--- src/rtl/fetch_pkg.sv ---
// Shared definitions for the instruction-fetch stage: fetch granule,
// the buffered entry layout and PC alignment.
package fetch_pkg;

    localparam int FETCH_PC_WIDTH   = 32;
    localparam int FETCH_INST_WIDTH = 32;
    localparam int INST_BYTES       = 4;

    typedef struct packed {
        logic [FETCH_INST_WIDTH-1:0] inst;
        logic [FETCH_PC_WIDTH-1:0]   pc;
    } fetch_entry_t;

    function automatic logic [FETCH_PC_WIDTH-1:0] pc_align(input logic [FETCH_PC_WIDTH-1:0] pc);
        return {pc[FETCH_PC_WIDTH-1:2], 2'b00};
    endfunction

endpackage

--- src/rtl/fetch_fifo.sv ---
// Prefetch FIFO of fetched entries; the head is kept in its own register so
// decode sees a registered value with no extra read latency.
module fetch_fifo
    import fetch_pkg::*;
#(
    parameter int  DEPTH   = 4,
    parameter type entry_t = fetch_entry_t
) (
    input  logic                    clk,
    input  logic                    rst_n,
    input  logic                    push,
    input  entry_t                  push_data,
    input  logic                    pop,
    input  logic                    flush,
    output logic [$clog2(DEPTH):0]  count,
    output entry_t                  head
);

    localparam int AW = $clog2(DEPTH);
    localparam logic [AW:0] ONE = {{AW{1'b0}}, 1'b1};

    entry_t      mem [DEPTH];
    entry_t      head_reg;
    logic [AW:0] wr_ptr_reg;
    logic [AW:0] rd_ptr_reg;
    logic [AW:0] rd_ptr_inc;
    logic        do_push;
    logic        do_pop;

    assign count      = wr_ptr_reg - rd_ptr_reg;
    assign do_push    = push && !flush;
    assign do_pop     = pop && !flush && (count != '0);
    assign rd_ptr_inc = rd_ptr_reg + ONE;
    assign head       = head_reg;

    always_ff @(posedge clk) begin
        if (do_push) begin
            mem[wr_ptr_reg[AW-1:0]] <= push_data;
        end
    end

    always_ff @(posedge clk or negedge rst_n) begin
        if (!rst_n) begin
            wr_ptr_reg <= '0;
            rd_ptr_reg <= '0;
            head_reg   <= '0;
        end else if (flush) begin
            wr_ptr_reg <= '0;
            rd_ptr_reg <= '0;
        end else begin
            if (do_push) begin
                wr_ptr_reg <= wr_ptr_reg + ONE;
            end
            if (do_pop) begin
                rd_ptr_reg <= rd_ptr_inc;
            end
            // Next head is either the stored successor or the entry arriving now
            if (do_pop && (count > ONE)) begin
                head_reg <= mem[rd_ptr_inc[AW-1:0]];
            end else if (do_push && ((count == '0) || (do_pop && (count == ONE)))) begin
                head_reg <= push_data;
            end
        end
    end

endmodule

--- src/rtl/stage_if_prefetch.sv ---
// Instruction-fetch stage: owns the PC, issues credit-limited memory requests,
// buffers tagged responses and squashes in-flight work on redirect.
module stage_if_prefetch
    import fetch_pkg::*;
#(
    parameter int                  PC_WIDTH     = 32,
    parameter int                  INST_WIDTH   = 32,
    parameter int                  FIFO_DEPTH   = 4,
    parameter logic [PC_WIDTH-1:0] RESET_VECTOR = '0
) (
    input  logic                  i_Clock,
    input  logic                  i_Reset,
    output logic                  o_MemReq,
    output logic [PC_WIDTH-1:0]   o_MemAddr,
    input  logic                  i_MemReqReady,
    input  logic                  i_MemRspValid,
    input  logic [INST_WIDTH-1:0] i_MemRspInst,
    input  logic                  i_Redirect,
    input  logic [PC_WIDTH-1:0]   i_RedirectPC,
    output logic                  o_Valid,
    output logic [INST_WIDTH-1:0] o_Inst,
    output logic [PC_WIDTH-1:0]   o_PC,
    input  logic                  i_Ready
);

    localparam int                  CW         = $clog2(FIFO_DEPTH) + 1;
    localparam logic [PC_WIDTH-1:0] PC_STEP    = PC_WIDTH'(INST_BYTES);
    localparam logic [PC_WIDTH-1:0] ALIGN_MASK = ~PC_WIDTH'(INST_BYTES - 1);

    typedef struct packed {
        logic [INST_WIDTH-1:0] inst;
        logic [PC_WIDTH-1:0]   pc;
    } entry_t;

    logic [PC_WIDTH-1:0] fetch_pc_reg;
    logic [PC_WIDTH-1:0] rsp_pc_reg;
    logic [CW-1:0]       outstanding_reg;
    logic [CW-1:0]       discard_reg;
    logic [CW-1:0]       count;
    logic [CW:0]         in_use;
    logic [PC_WIDTH-1:0] redirect_pc;
    logic                req_fire;
    logic                rsp_accept;
    logic                push;
    logic                pop;
    entry_t              push_data;
    entry_t              head;

    // Credit covers both buffered entries and requests still in flight
    assign in_use      = {1'b0, outstanding_reg} + {1'b0, count};
    assign o_MemReq    = i_Reset && !i_Redirect && (in_use < (CW+1)'(FIFO_DEPTH));
    assign o_MemAddr   = fetch_pc_reg & ALIGN_MASK;
    assign redirect_pc = i_RedirectPC & ALIGN_MASK;

    assign req_fire    = o_MemReq && i_MemReqReady;
    assign rsp_accept  = i_MemRspValid && (outstanding_reg != '0);
    assign push        = !i_Redirect && rsp_accept && (discard_reg == '0);
    assign pop         = !i_Redirect && o_Valid && i_Ready;
    assign push_data   = '{inst: i_MemRspInst, pc: rsp_pc_reg};

    assign o_Valid     = (count != '0);
    assign o_Inst      = head.inst;
    assign o_PC        = head.pc;

    always_ff @(posedge i_Clock or negedge i_Reset) begin
        if (!i_Reset) begin
            fetch_pc_reg    <= RESET_VECTOR;
            rsp_pc_reg      <= RESET_VECTOR;
            outstanding_reg <= '0;
            discard_reg     <= '0;
        end else if (i_Redirect) begin
            fetch_pc_reg    <= redirect_pc;
            rsp_pc_reg      <= redirect_pc;
            outstanding_reg <= outstanding_reg - CW'(rsp_accept);
            discard_reg     <= outstanding_reg - CW'(rsp_accept);
        end else begin
            if (req_fire) begin
                fetch_pc_reg <= fetch_pc_reg + PC_STEP;
            end
            if (push) begin
                rsp_pc_reg <= rsp_pc_reg + PC_STEP;
            end
            if (rsp_accept && (discard_reg != '0)) begin
                discard_reg <= discard_reg - CW'(1);
            end
            outstanding_reg <= outstanding_reg + CW'(req_fire) - CW'(rsp_accept);
        end
    end

    fetch_fifo #(
        .DEPTH   (FIFO_DEPTH),
        .entry_t (entry_t)
    ) u_fifo (
        .clk       (i_Clock),
        .rst_n     (i_Reset),
        .push      (push),
        .push_data (push_data),
        .pop       (pop),
        .flush     (i_Redirect),
        .count     (count),
        .head      (head)
    );

    rsp_without_request: assert property (@(posedge i_Clock) disable iff (!i_Reset)
        !(i_MemRspValid && (outstanding_reg == '0)));

endmodule

--- config.mk ---
export PLATFORM = sky130hd
export DESIGN_NAME = stage_if_prefetch
export DESIGN_NICKNAME = d
export VERILOG_FILES = /design/src/rtl/fetch_pkg.sv /design/src/rtl/fetch_fifo.sv /design/src/rtl/stage_if_prefetch.sv
export SDC_FILE = /design/constraint.sdc
export NUM_CORES = 1
export LEC_CHECK = 0
export BUFFER_PORTS_ARGS = -buffer_cell sky130_fd_sc_hd__buf_4
export CAP_MARGIN = 5
export CORE_ASPECT_RATIO = 0.8
export CORE_UTILIZATION = 45
export DETAILED_ROUTE_END_ITERATION = 16
export HOLD_SLACK_MARGIN = 0.15
export PLACE_DENSITY = 0.7
export RECOVER_POWER = 100
export SLEW_MARGIN = 20
export SYNTH_ARGS = -nofsm -noshare
export SYNTH_HDL_FRONTEND = slang
export SYNTH_SLANG_ARGS = --single-unit
--- constraint.sdc ---
create_clock -name i_Clock -period 7.5 [get_ports i_Clock]
set_input_delay 0 -clock i_Clock [delete_from_list [all_inputs] [get_ports i_Clock]]
set_output_delay 0 -clock i_Clock [all_outputs]
set_load 0.05 [all_outputs]
# == Word-level counts from Yosys, hierarchy flattened ==
# Memories as Yosys holds them, arrays and structs flattened.
# Cells that the tools add are included.
# classes
addsub,10
order_cmp,2
eq_ne,1
muxes,15
n_bitwise,1
n_reduce_logical,29
# op_table
cell,count
32-bit 2-to-1 mux,4
64-bit 2-to-1 mux,2
32-bit by 3-bit adder with 32-bit output (second input constant),2
3-bit 2-to-1 mux,7
1-bit logical AND,15
2-bit nonzero test,6
3-bit nonzero test,3
3-bit by 1-bit adder with 3-bit output (second input constant),2
3-bit logical NOT,2
3-bit by 1-bit subtractor with 3-bit output,2
3-bit by 3-bit adder with 4-bit output,1
4-bit by 3-bit less-than comparator with 1-bit output (second input constant),1
3-bit by 1-bit adder with 3-bit output,1
3-bit by 1-bit == test with 1-bit output (second input constant),1
3-bit by 1-bit greater-than comparator with 1-bit output (second input constant),1
3-bit by 1-bit subtractor with 3-bit output (second input constant),1
3-bit subtractor,1
1-bit 2-to-1 mux,2
2-bit AND reduction,1
1-bit logical NOT,1
1-bit logical OR,1
1-bit inverter,1
# word_totals
regBits,140
mem_bits_rw,256
elab_cells,67
n_memories,1
# memory_table
name,depth,width,rd,rd_ports_with_merged_regs,wr,line_no,source
u_fifo.mem,4,64,1,0,1,fetch_fifo.sv:22,entry_t mem [DEPTH];

# == Longest topological paths before layout ==
# Gate-level depths: netlist of run 1.
# depth
depth_word,11
mapped_depth,18

# == Cells and area by module ==
# A second synthesis of run 1 with hierarchy kept.
# unflattened
cells_unflattened,988
area_unflattened_um2,16796.1
# by_module_without_submodules
mod,instances,cells_each,area_each_um2
fetch_fifo,1,584,12844.8
stage_if_prefetch,1,404,3951.3

# == Least setup slack after synthesis of run 1 ==
# Ideal clock, no wire load.
# synth_path
path_type,flip-flop to flip-flop
startpoint,reg u_fifo.wr_ptr_reg[0]
endpoint,reg outstanding_reg[2]
arrival_ns,3.976
setup_slack_ns,3.445
path_stages_with_launch,19
path_buffers,2
path_cell_list,dfrtp_1 -> inv_1 -> ha_1 -> inv_1 -> fa_1 -> xnor3_2 -> ha_1 -> nor4b_1 -> and4_1 -> clkbuf_1 -> inv_1 -> clkbuf_1 -> ha_1 -> inv_1 -> ha_1 -> fa_1 -> xor2_1 -> o21ai_0 -> xor2_1
# synth_between
elab_chain_cells,8
# synth_lines
item,line_no,source
"start, declared",fetch_fifo.sv:24,logic [AW:0] wr_ptr_reg;
"start signal, assigned",fetch_fifo.sv:52,wr_ptr_reg <= wr_ptr_reg + ONE;
3-bit subtractor,fetch_fifo.sv:30,assign count = wr_ptr_reg - rd_ptr_reg;
3-bit by 3-bit adder with 4-bit output,stage_if_prefetch.sv:50,"assign in_use = {1'b0, outstanding_reg} + {1'b0, count};"
4-bit by 3-bit less-than comparator with 1-bit output,stage_if_prefetch.sv:51,assign o_MemReq = i_Reset && !i_Redirect && (in_use < (CW+1)'(FIFO_DEPTH));
1-bit logical AND,stage_if_prefetch.sv:51,
1-bit logical AND,stage_if_prefetch.sv:55,assign req_fire = o_MemReq && i_MemReqReady;
3-bit by 1-bit adder with 3-bit output,stage_if_prefetch.sv:86,outstanding_reg <= outstanding_reg + CW'(req_fire) - CW'(rsp_accept);
3-bit by 1-bit subtractor with 3-bit output,stage_if_prefetch.sv:86,
3-bit 2-to-1 mux,stage_if_prefetch.sv:71,end else if (i_Redirect) begin
"end signal, assigned",stage_if_prefetch.sv:74,outstanding_reg <= outstanding_reg - CW'(rsp_accept);
"end signal, assigned",stage_if_prefetch.sv:86,
"end, declared",stage_if_prefetch.sv:37,logic [CW-1:0] outstanding_reg;
# Every way passes these cells.
# A chain may end at the register's enable or synchronous reset.

# == Final worst setup path of run 1 ==
# layout_path
startpoint,reg u_fifo.rd_ptr_reg[0]
endpoint,reg outstanding_reg[2]
# layout_between
elab_chain_cells,8
# layout_lines
item,line_no,source
"start, declared",fetch_fifo.sv:25,logic [AW:0] rd_ptr_reg;
"start signal, assigned",fetch_fifo.sv:55,rd_ptr_reg <= rd_ptr_inc;
3-bit subtractor,fetch_fifo.sv:30,
3-bit by 3-bit adder with 4-bit output,stage_if_prefetch.sv:50,
4-bit by 3-bit less-than comparator with 1-bit output,stage_if_prefetch.sv:51,
1-bit logical AND,stage_if_prefetch.sv:51,
1-bit logical AND,stage_if_prefetch.sv:55,
3-bit by 1-bit adder with 3-bit output,stage_if_prefetch.sv:86,
3-bit by 1-bit subtractor with 3-bit output,stage_if_prefetch.sv:86,
3-bit 2-to-1 mux,stage_if_prefetch.sv:71,
# Every way passes these cells.

==> results.cfg, run 1 <==
[timing]
hold_viol_final = 0
final_max_slew_viol_count = 411
post-route-period-util_pct = 76.34
fin_crit_ps = 5726
rsz0062_at_grt = no
setup_tns_ps = 0
fmax_mhz = 174.7
worst_slack_ps = 1774
relSlewSlack_pct = -146.0
tightestPinTransition_ps = 3690
setup_viol_count_final = 0
finClkSkew_ps = 14.34

[floorplan]
rows = 62
ios = 168
die_x_um = 215.1
core_mm2 = 0.03584
start_util_pct = 45.63
dieArea_mm2 = 0.03711
die_h_um = 172.5

[cells_and_area]
largest_register_ffs = 248
seq_area_mm2 = 0.01080
antennaDiodeCount = 0
layout-drive-gt1-share_pct = 17.91
mostFrequentLayoutCell = edfxtp_1
final_cell_mix = edfxtp_1 (248), clkbuf_1 (139), dfrtp_1 (134), nor2_1 (81), nand2_1 (68)
multi_input_area_mm2 = 0.005055
fill_cells = 2971
nets = 1387
area_growth_pct = 18.70

[placement]
dp_slack_ps = 2343
hpwl_mm = 22.66
gp_congestion = 0.8583
port_buffers = 161

[cts]
clkLatencyLatePin_ps = 530
cts_setup_buffers = 0
cts_buffer_depth = 3
numCtsBuffers = 40
cts_max_level = 2
cts_resized = 0
clk_pin_slew_worst_paths_ps = 60
cts_sinks = 382
hold_buffers = 68
root_buffer = clkbuf_16
cts_tree = done

[routing]
drc = 0
wl_per_cell_um = 20.38
drtAntennaViolNets = 0
wirelength_mm = 36.87
drt_first_pass_iters = 5
via_per_inst = 5.442
drtIter0Drc = 809
vias = 9845

[worst_setup_path]
critPathLaunchType = flip-flop
path_delay_family = adder cells
cpMaxStageDelayCell = dfrtp_1
cp_common_cell = ha_1
crit_path_max_fanout = 23
critical-path-max-stage-delay_ps = 1160
worstSetupPathType = flip-flop to flip-flop
cp-end-kind = flip-flop
cp.required_ps = 7950
critPathBufInv = 3
path_cells = ha_1 > inv_1 > fa_1 > xnor3_1 > ha_1 > nor4b_1 > and4_1 > inv_1 > ha_1 > inv_1 > ha_1 > fa_1 > xor2_1 > o21ai_0 > xor2_1
worstPathArrival_ps = 6170

[synthesis]
async_flop_share_pct = 35.08
ys_seq_area_share_pct = 66.04
syn_avg_cell_area_um2 = 15.30
netlist_area_mm2 = 0.01635
synthCells = 1069
ys.flop_type = edfxtp_1
synth_enable_flop_cells = 248
synth-seq-cells = 382
synth_warnings = 0
synth_cell_types = 49

[pwr]
switching_share_pct = 36.55
clkPwrFrac_pct = 29.3
pwr-share-comb_pct = 31.7
switchingPower_uw = 2568
vdd_drop_max_mv = 0.2156
power_density_mw_per_mm2 = 362.0
seqPwrFrac_pct = 39.0
cellLeakagePower_uw = 0.007097
p_int_uw = 4458

[grt]
grt_pass1_wl_mm = 58.15
antenna_found_initial = 0
grt_max_degree = 69
grt.overflow.total = 0
grt_pass1_vias = 9968
track_usage_pct = 20.21

[hold_path]
min_path_type = primary input to flip-flop

[flow_run]
max-cap-violations = 8

[outcome]
status = finished with violations
violations = max-capacitance violations, max-slew violations
[metal layers]
layer | up-vias | global-route usage (%) | wire length [um]
met2 | 321 | 31.08 | 17100
met1 | 4939 | 29.91 | 16860
met4 | 0 | 5.230 | 687
met3 | 55 | 3.413 | 2222
met5 | - | 0 | 0
li1 | 4530 | - | -
[layout make-up]
class / count / area share [%]
clock buffer: 49 / 5.647
tap: 480 / 3.094
inverter: 22 / 0.4254
timing repair buffer: 245 / 7.716
multi-input combinational: 608 / 26.04
clock inverter: 23 / 1.437
sequential: 382 / 55.64
[cell usage after synthesis (2+ instances only)]
master	number	area share, %
buf_1	3	0.069
a21oi_2	60	3.2
nand4_1	24	0.92
and4_1	8	0.43
edfxtp_1	248	46
nand2b_1	5	0.19
o21a_1	2	0.092
mux4_2	62	8.5
nand3b_1	2	0.092
buf_4	5	0.23
or4_1	2	0.092
or3_1	6	0.23
mux2i_1	63	3.9
nor2_1	81	1.9
nor3_1	15	0.46
fa_1	2	0.24
clkbuf_1	38	0.87
ha_1	16	1.2
and2_1	4	0.15
a21oi_1	10	0.31
xnor2_1	16	0.86
xor2_1	23	1.2
mux2_2	2	0.14
and3_1	12	0.46
o21ai_0	44	1.3
o211ai_1	9	0.41
buf_6	7	0.48
dfrtp_1	134	21
a31oi_1	4	0.15
buf_12	7	0.86
inv_1	21	0.48
nand2_1	68	1.6
a31o_2	4	0.21
nor4_1	5	0.19
o311ai_0	14	0.75
a21boi_0	3	0.14
nand3_1	28	0.86
[path summary, 6_finish.rpt]
check / slack (ps) / endpoint / cells after the start / startpoint
max in group asynchronous: 3070 / rsp_pc_reg[26]$_DFFE_PN0N_ / 4 / i_Reset
worst min-delay path: 220 / u_fifo.wr_ptr_reg[0]$_DFFE_PN0P_ / 5 / i_MemRspValid
min in group asynchronous: 1600 / rsp_pc_reg[21]$_DFFE_PN0N_ / 4 / i_Reset
worst max-delay path: 1770 / outstanding_reg[2]$_DFF_PN0_ / 15 / u_fifo.rd_ptr_reg[0]$_DFFE_PN0P_
worst max register to register: 1770 / outstanding_reg[2]$_DFF_PN0_ / 15 / u_fifo.rd_ptr_reg[0]$_DFFE_PN0P_
worst min register to register: 510 / u_fifo.head[48]$_DFFE_PN0P_ / 2 / u_fifo.head[48]$_DFFE_PN0P_
[per-stage QoR]
stage / hold WS, ps / cell area, um^2 / utilization (%) / power [uW] / cells
after floorplan: -295.6 / 16360 / - / 4595 / 1072
after global placement: -72.24 / 17900 / 49.95 / 5155 / 1669
after detailed placement: -61.35 / 17900 / 49.95 / 5195 / 1669
after CTS: 182.6 / 19970 / 55.72 / 7289 / 1809
after global routing: 256.9 / 19410 / 54.16 / 7347 / 1809
final: 219.6 / 19410 / 54.16 / 7026 / 1809
[cells by family (layout without fill, tap and decap cells)]
group / Yosys count / count (layout) / share of synthesized area (%)
AND/OR/NAND/NOR: 264 / 264 / 7.697
other: 1 / 4 / 0.02293
flip-flops: 382 / 382 / 66.04
multiplexers: 127 / 127 / 12.53
buffers and inverters: 82 / 339 / 3.015
AO/OA/AOI/OAI: 155 / 155 / 6.985
adder cells (fa/ha/maj): 18 / 18 / 1.469
XOR/XNOR: 40 / 40 / 2.234
[power groups by stage]
stage / clock network, uW / registers (uW) / logic (uW)
global route: 2170 / 2780 / 2390
CTS: 2100 / 2750 / 2440
global placement: 0 / 2770 / 2380
detailed placement: 0 / 2790 / 2410
floorplan: 0 / 3370 / 1220
finish: 2060 / 2740 / 2230
[tightest hold or removal path: stages]
cell and delay, ps:
buf_4 120, o31ai_1 210, nor2_1 170, xnor2_1 160
nor2_1 40
Note: power is estimated with default switching activity, not from simulation.
==> inputs of run 2 (changes only) <==
- ABC_AREA: not set -> 1
- PLACE_DENSITY: 0.7 -> 0.72
- clock period: 7.5 -> 4.7 ns (I/O delays scaled with it)
==> run 2 against run 1 <==
Against the previous run: the flow still finishes with violations (max-capacitance violations, max-slew violations); total power increased by 80%; critical path depth increased by 3; die area increased by 8.4%; via count increased by 45%; maximum frequency increased by 42%; count of clock-buffer cells in the layout increased by 9; worst hold slack got worse by 4.9 ps; wire length increased by 24%; register-to-register slack got worse by 1100 ps; cell count increased by 49%; global-route usage increased by 2.6 points; non-clock buffer count increased by 7.
==> results.cfg, run 2 <==
[synthesis]
post-synth-top-count-cell = nand2_1
yosys-top-cells-count = nand2_1 (628), nor2_1 (286), edfxtp_1 (248)
synth-seq-cells = 382
ys_seq_area_share_pct = 60.87
netlist_area_mm2 = 0.01774
synth_area_leaders = edfxtp_1 (42%), dfrtp_1 (19%), nand2_1 (13%), nor2_1 (6.1%), o21ai_0 (4.7%)
synth_warnings = 0
yosysTopAreaCell = edfxtp_1
synthCells = 1931
synth_top_cell_area_share_pct = 41.97
synth_cell_types = 33
ys.flop_type = edfxtp_1
async_flop_share_pct = 35.08
syn_avg_cell_area_um2 = 9.188
synth_enable_flop_cells = 248

[worst_setup_path]
crit_path_max_fanout = 17
critical-path-max-stage-delay_ps = 570
cpMaxStageDelayCell = dlygate4sd3_1
cp_common_cell = nand2_1
worstPathArrival_ps = 4450
critPathLaunchType = flip-flop
cp.required_ps = 5130
path_delay_family = simple AND/OR/NAND/NOR gates
path_cells = inv_1 > ha_1 > inv_1 > fa_1 > inv_1 > nand3_1 > nand2_1 > inv_1 > ha_1 > nor2_1 > nand2_1 > nor2_1 > nand2_1 > nand2_1 > inv_2 > nand2_1 > o211ai_1 > dlygate4sd3_1
cp-end-kind = flip-flop
worstSetupPathType = flip-flop to flip-flop
critPathBufInv = 6

[floorplan]
rows = 64
start_util_pct = 46.06
core_mm2 = 0.03852
ios = 168
die_h_um = 179.6
dieArea_mm2 = 0.04023
die_x_um = 224

[timing]
setup_viol_count_final = 0
relSlewSlack_pct = -106.0
finClkSkew_ps = 26.43
worst_slack_ps = 677.0
final_max_slew_viol_count = 441
tightestPinTransition_ps = 3090
fin_crit_ps = 4023
fmax_mhz = 248.6
post-route-period-util_pct = 85.60
setup_tns_ps = 0
rsz0062_at_grt = no
hold_viol_final = 0
worst_hold_slack_ps = 214.7

[outcome]
violations = max-capacitance violations, max-slew violations
status = finished with violations

[placement]
port_buffers = 161
gp_congestion = 0.9024
hpwl_mm = 26.71
dp_slack_ps = 778.6

[pwr]
fin_total_pwr_uw = 12670
vdd_drop_max_mv = 0.7872
cellLeakagePower_uw = 0.008520
power_density_mw_per_mm2 = 610.0

[routing]
drc = 0
wirelength_mm = 45.68
drt_first_pass_iters = 6
vias = 14254
drtIter0Drc = 1398
drtAntennaViolNets = 0
via_per_inst = 5.289
wl_per_cell_um = 16.95

[cells_and_area]
final_cell_mix = nand2_1 (629), nor2_1 (283), edfxtp_1 (248), o21ai_0 (165), nand3_1 (144)
nets = 2224
utilization_pct = 53.93
area_growth_pct = 17.08
largest_register_ffs = 248
mostFrequentLayoutCell = nand2_1
layout-drive-gt1-share_pct = 6.230
antennaDiodeCount = 0

[cts]
cts_tree = done
cts_max_level = 2
clk_pin_slew_worst_paths_ps = 60
cts_setup_buffers = 0
clkLatencyLatePin_ps = 550
cts_sinks = 382
root_buffer = clkbuf_16
cts_buffer_depth = 3
numCtsBuffers = 39
hold_buffers = 75
cts_resized = 0

[grt]
grt_max_degree = 125
track_usage_pct = 22.77
grt_pass1_wl_mm = 72.95
antenna_found_initial = 1
grt.overflow.total = 0
grt_pass1_vias = 13630

[hold_path]
min_path_type = primary input to flip-flop

[flow_run]
max-cap-violations = 7
run 2: final cells by class:
cell class                 count  area [um^2]
clock inverter                14        161.4
tap                          528        660.6
multi-input combinational   1367         6057
timing repair buffer         252         1593
inverter                      94        369.1
fill                        3509        17740
sequential                   382        10800
clock buffer                  58         1127
run 2: final timing paths:
kind	start	to	slack, ps	cells past startpoint
max in group asynchronous	i_Reset	u_fifo.head[20]$_DFFE_PN0P_	1450	3
worst min register to register	u_fifo.head[32]$_DFFE_PN0P_	u_fifo.head[32]$_DFFE_PN0P_	480	2
worst max register to register	u_fifo.wr_ptr_reg[0]$_DFFE_PN0P_	fetch_pc_reg[9]$_DFFE_PN0P_	680	18
min in group asynchronous	i_Reset	u_fifo.head[48]$_DFFE_PN0P_	950	3
worst max-delay path	u_fifo.wr_ptr_reg[0]$_DFFE_PN0P_	fetch_pc_reg[9]$_DFFE_PN0P_	680	18
worst min-delay path	i_Ready	u_fifo.head[49]$_DFFE_PN0P_	210	7
run 2: cells by family (layout without fill, tap and decap cells):
family | Yosys count | in the layout | synth area share [%]
and+or+nand+nor | 1079 | 1079 | 24.23
DFF | 382 | 382 | 60.87
AOI/OAI and AO/OA | 240 | 240 | 7.045
buffers and inverters | 185 | 418 | 5.190
xor gates and xnor gates | 26 | 26 | 1.284
adders and majority gates | 18 | 18 | 1.354
other | 1 | 4 | 0.02114
run 2: stage by stage:
| stage | area, um^2 | instances |
|---|---|---|
| after global placement | 19240 | 2548 |
| final | 20770 | 2695 |
| after detailed placement | 19240 | 2548 |
| after global routing | 20770 | 2695 |
| after CTS | 21280 | 2695 |
| after floorplan | 17750 | 1934 |
run 2: worst register-to-register path, delay by kind of cell, from the launching register on:
kind	cells	cell delay (ps)
adder cells (fa/ha/maj)	3	810
flip-flops	1	400
AND/OR/NAND/NOR	8	1440
buffers and inverters	6	1210
AO/OA/AOI/OAI	1	80
run 2: power by group:
| group | switching, uW | internal (uW) |
|---|---|---|
| combinational | 3850 | 1210 |
| clock | 1300 | 1790 |
| sequential | 419 | 4100 |
| total | 5570 | 7100 |
run 2: layer usage:
layer  GRT usage (%)  vias to the layer above  routed length [um]
met5               0                        -                   0
met4           5.288                        0                 882
met3           3.563                       63                3430
met2           36.31                      533               21140
met1           32.73                     6891               20230
li1                -                     6767                   -
==> inputs of run 3 (changes only) <==
- RECOVER_POWER: 100 -> not set
==> run 3 against run 2 <==
Against the previous run: the flow now finishes without violations; die area unchanged; cell count unchanged; total power increased by 2.4%; maximum frequency increased by 2.3%; worst hold slack got worse by 11 ps; count of clock-buffer cells in the layout unchanged; worst setup slack improved by 89 ps; non-clock buffer count unchanged; clock skew about the same; combinational power increased by 5.7%; critical path type unchanged.
==> results.cfg, run 3 (synthesis results as in run 2) <==
[outcome]
status = finished clean

[cells_and_area]
layout-drive-gt1-share_pct = 12.32
utilization_pct = 55.25
area_growth_pct = 19.94
nets = 2224
final_cells = 2695
multi_input_area_mm2 = 0.006062
largest_register_ffs = 248
seq_area_mm2 = 0.01080
final_cell_mix = nand2_1 (628), nor2_1 (282), edfxtp_1 (248), buf_4 (175), o21ai_0 (165)
mostFrequentLayoutCell = nand2_1
fill_cells = 3344
antennaDiodeCount = 0

[timing]
tightestPinTransition_ps = 1088
fin_crit_ps = 3934
rsz0062_at_grt = no
post-route-period-util_pct = 83.71
setup_viol_count_final = 0
final_max_slew_viol_count = 0
finClkSkew_ps = 26.91
hold_viol_final = 0
fmax_mhz = 254.2
relSlewSlack_pct = 27.46
setup_tns_ps = 0

[routing]
wl_per_cell_um = 16.96
via_per_inst = 5.257
drc = 0
drt_first_pass_iters = 7
drtAntennaViolNets = 0
wirelength_mm = 45.70
drtIter0Drc = 1405
vias = 14168

[pwr]
cellLeakagePower_uw = 0.009012
vdd_drop_max_mv = 0.7940
power_density_mw_per_mm2 = 609.7

[cts]
cts_max_level = 2
cts_buffer_depth = 3
cts_tree = done
root_buffer = clkbuf_16
cts_sinks = 382
clk_pin_slew_worst_paths_ps = 60
numCtsBuffers = 39
clkLatencyLatePin_ps = 550

[worst_setup_path]
critPathLaunchType = flip-flop
worstPathArrival_ps = 4350
cp.required_ps = 5110
worstSetupPathType = flip-flop to flip-flop
cp-end-kind = flip-flop
crit_path_max_fanout = 11

[floorplan]
start_util_pct = 46.06
core_mm2 = 0.03852
die_h_um = 179.6
rows = 64
dieArea_mm2 = 0.04023
ios = 168
die_x_um = 224

[grt]
antenna_found_initial = 1
grt_max_degree = 125
track_usage_pct = 22.77
grt_pass1_vias = 13630
grt.overflow.total = 0
grt_pass1_wl_mm = 72.95

[flow_run]
max-cap-violations = 0

[placement]
port_buffers = 161
gp_congestion = 0.9024
hpwl_mm = 26.71
placed_cells = 2548

[hold_path]
min_path_type = primary input to flip-flop
==> run 3: metal layers <==
| layer | share of wire [%] | global-route usage (%) | wire length (um) |
|---|---|---|---|
| met1 | 44 | 32.73 | 20260 |
| met4 | 1.9 | 5.288 | 863 |
| met5 | 0 | 0 | 0 |
| met2 | 46 | 36.31 | 21140 |
| met3 | 7.5 | 3.563 | 3440 |
==> run 3: critical path: stages, from the launching register on <==
cell and delay [ps]:
dfrtp_1 400, inv_1 140, ha_1 170, inv_1 50
fa_1 380, inv_1 70, nand3_1 80, nand2_2 130
inv_1 60, ha_1 260, nor2_1 80, nand2_1 70
nor2_2 90, nand2_1 290, ha_1 400, inv_1 40
ha_1 180, fa_1 370, xor2_1 160, or2_2 270
nand3_1 70, nand2_1 60
==> run 3: timing repair <==
| item | 4_1_cts | 5_1_grt |
|---|---|---|
| hold endpoints to repair | 358 | 0 |
| gates resized for setup | 0 | 0 |
| setup buffers | 0 | 0 |
| hold buffers | 75 | 0 |
| endpoints found under the setup margin | 0 | 0 |
==> run 3: final timing paths <==
check	cells past startpoint	to	from	slack (ps)
max reg2reg	21	outstanding_reg[2]$_DFF_PN0_	u_fifo.wr_ptr_reg[0]$_DFFE_PN0P_	770
min reg2reg	2	u_fifo.head[38]$_DFFE_PN0P_	u_fifo.head[38]$_DFFE_PN0P_	480
min	2	u_fifo.mem[0][62]$_DFFE_PP_	i_MemRspInst[30]	200
min in group asynchronous	3	u_fifo.head[41]$_DFFE_PN0P_	i_Reset	230
max in group asynchronous	3	u_fifo.head[4]$_DFFE_PN0P_	i_Reset	3630
max	21	outstanding_reg[2]$_DFF_PN0_	u_fifo.wr_ptr_reg[0]$_DFFE_PN0P_	770
==> run 3: per-stage QoR <==
step	cell area [um^2]	power, uW	hold WS (ps)	worst slack [ps]
after floorplan	17750	8482	-295.6	649.8
after global placement	19240	9768	-152.1	780.0
after detailed placement	19240	9867	-150.5	778.6
after CTS	21280	13020	191.1	748.1
after global routing	21280	13750	203.8	422.5
final	21280	12970	203.5	765.5
==> run 3: final cells by class <==
class / instances / area share (%)
clock buffer: 58 / 5.298
clock inverter: 14 / 0.7585
inverter: 94 / 1.734
multi-input combinational: 1367 / 28.49
sequential: 382 / 50.77
tap: 528 / 3.104
timing repair buffer: 252 / 9.848
==> run 3: report_power, final <==
group | internal [uW] | switching, uW
Clock | 1790 | 1310
Sequential | 4100 | 425
Combinational | 1500 | 3850
Total | 7390 | 5580
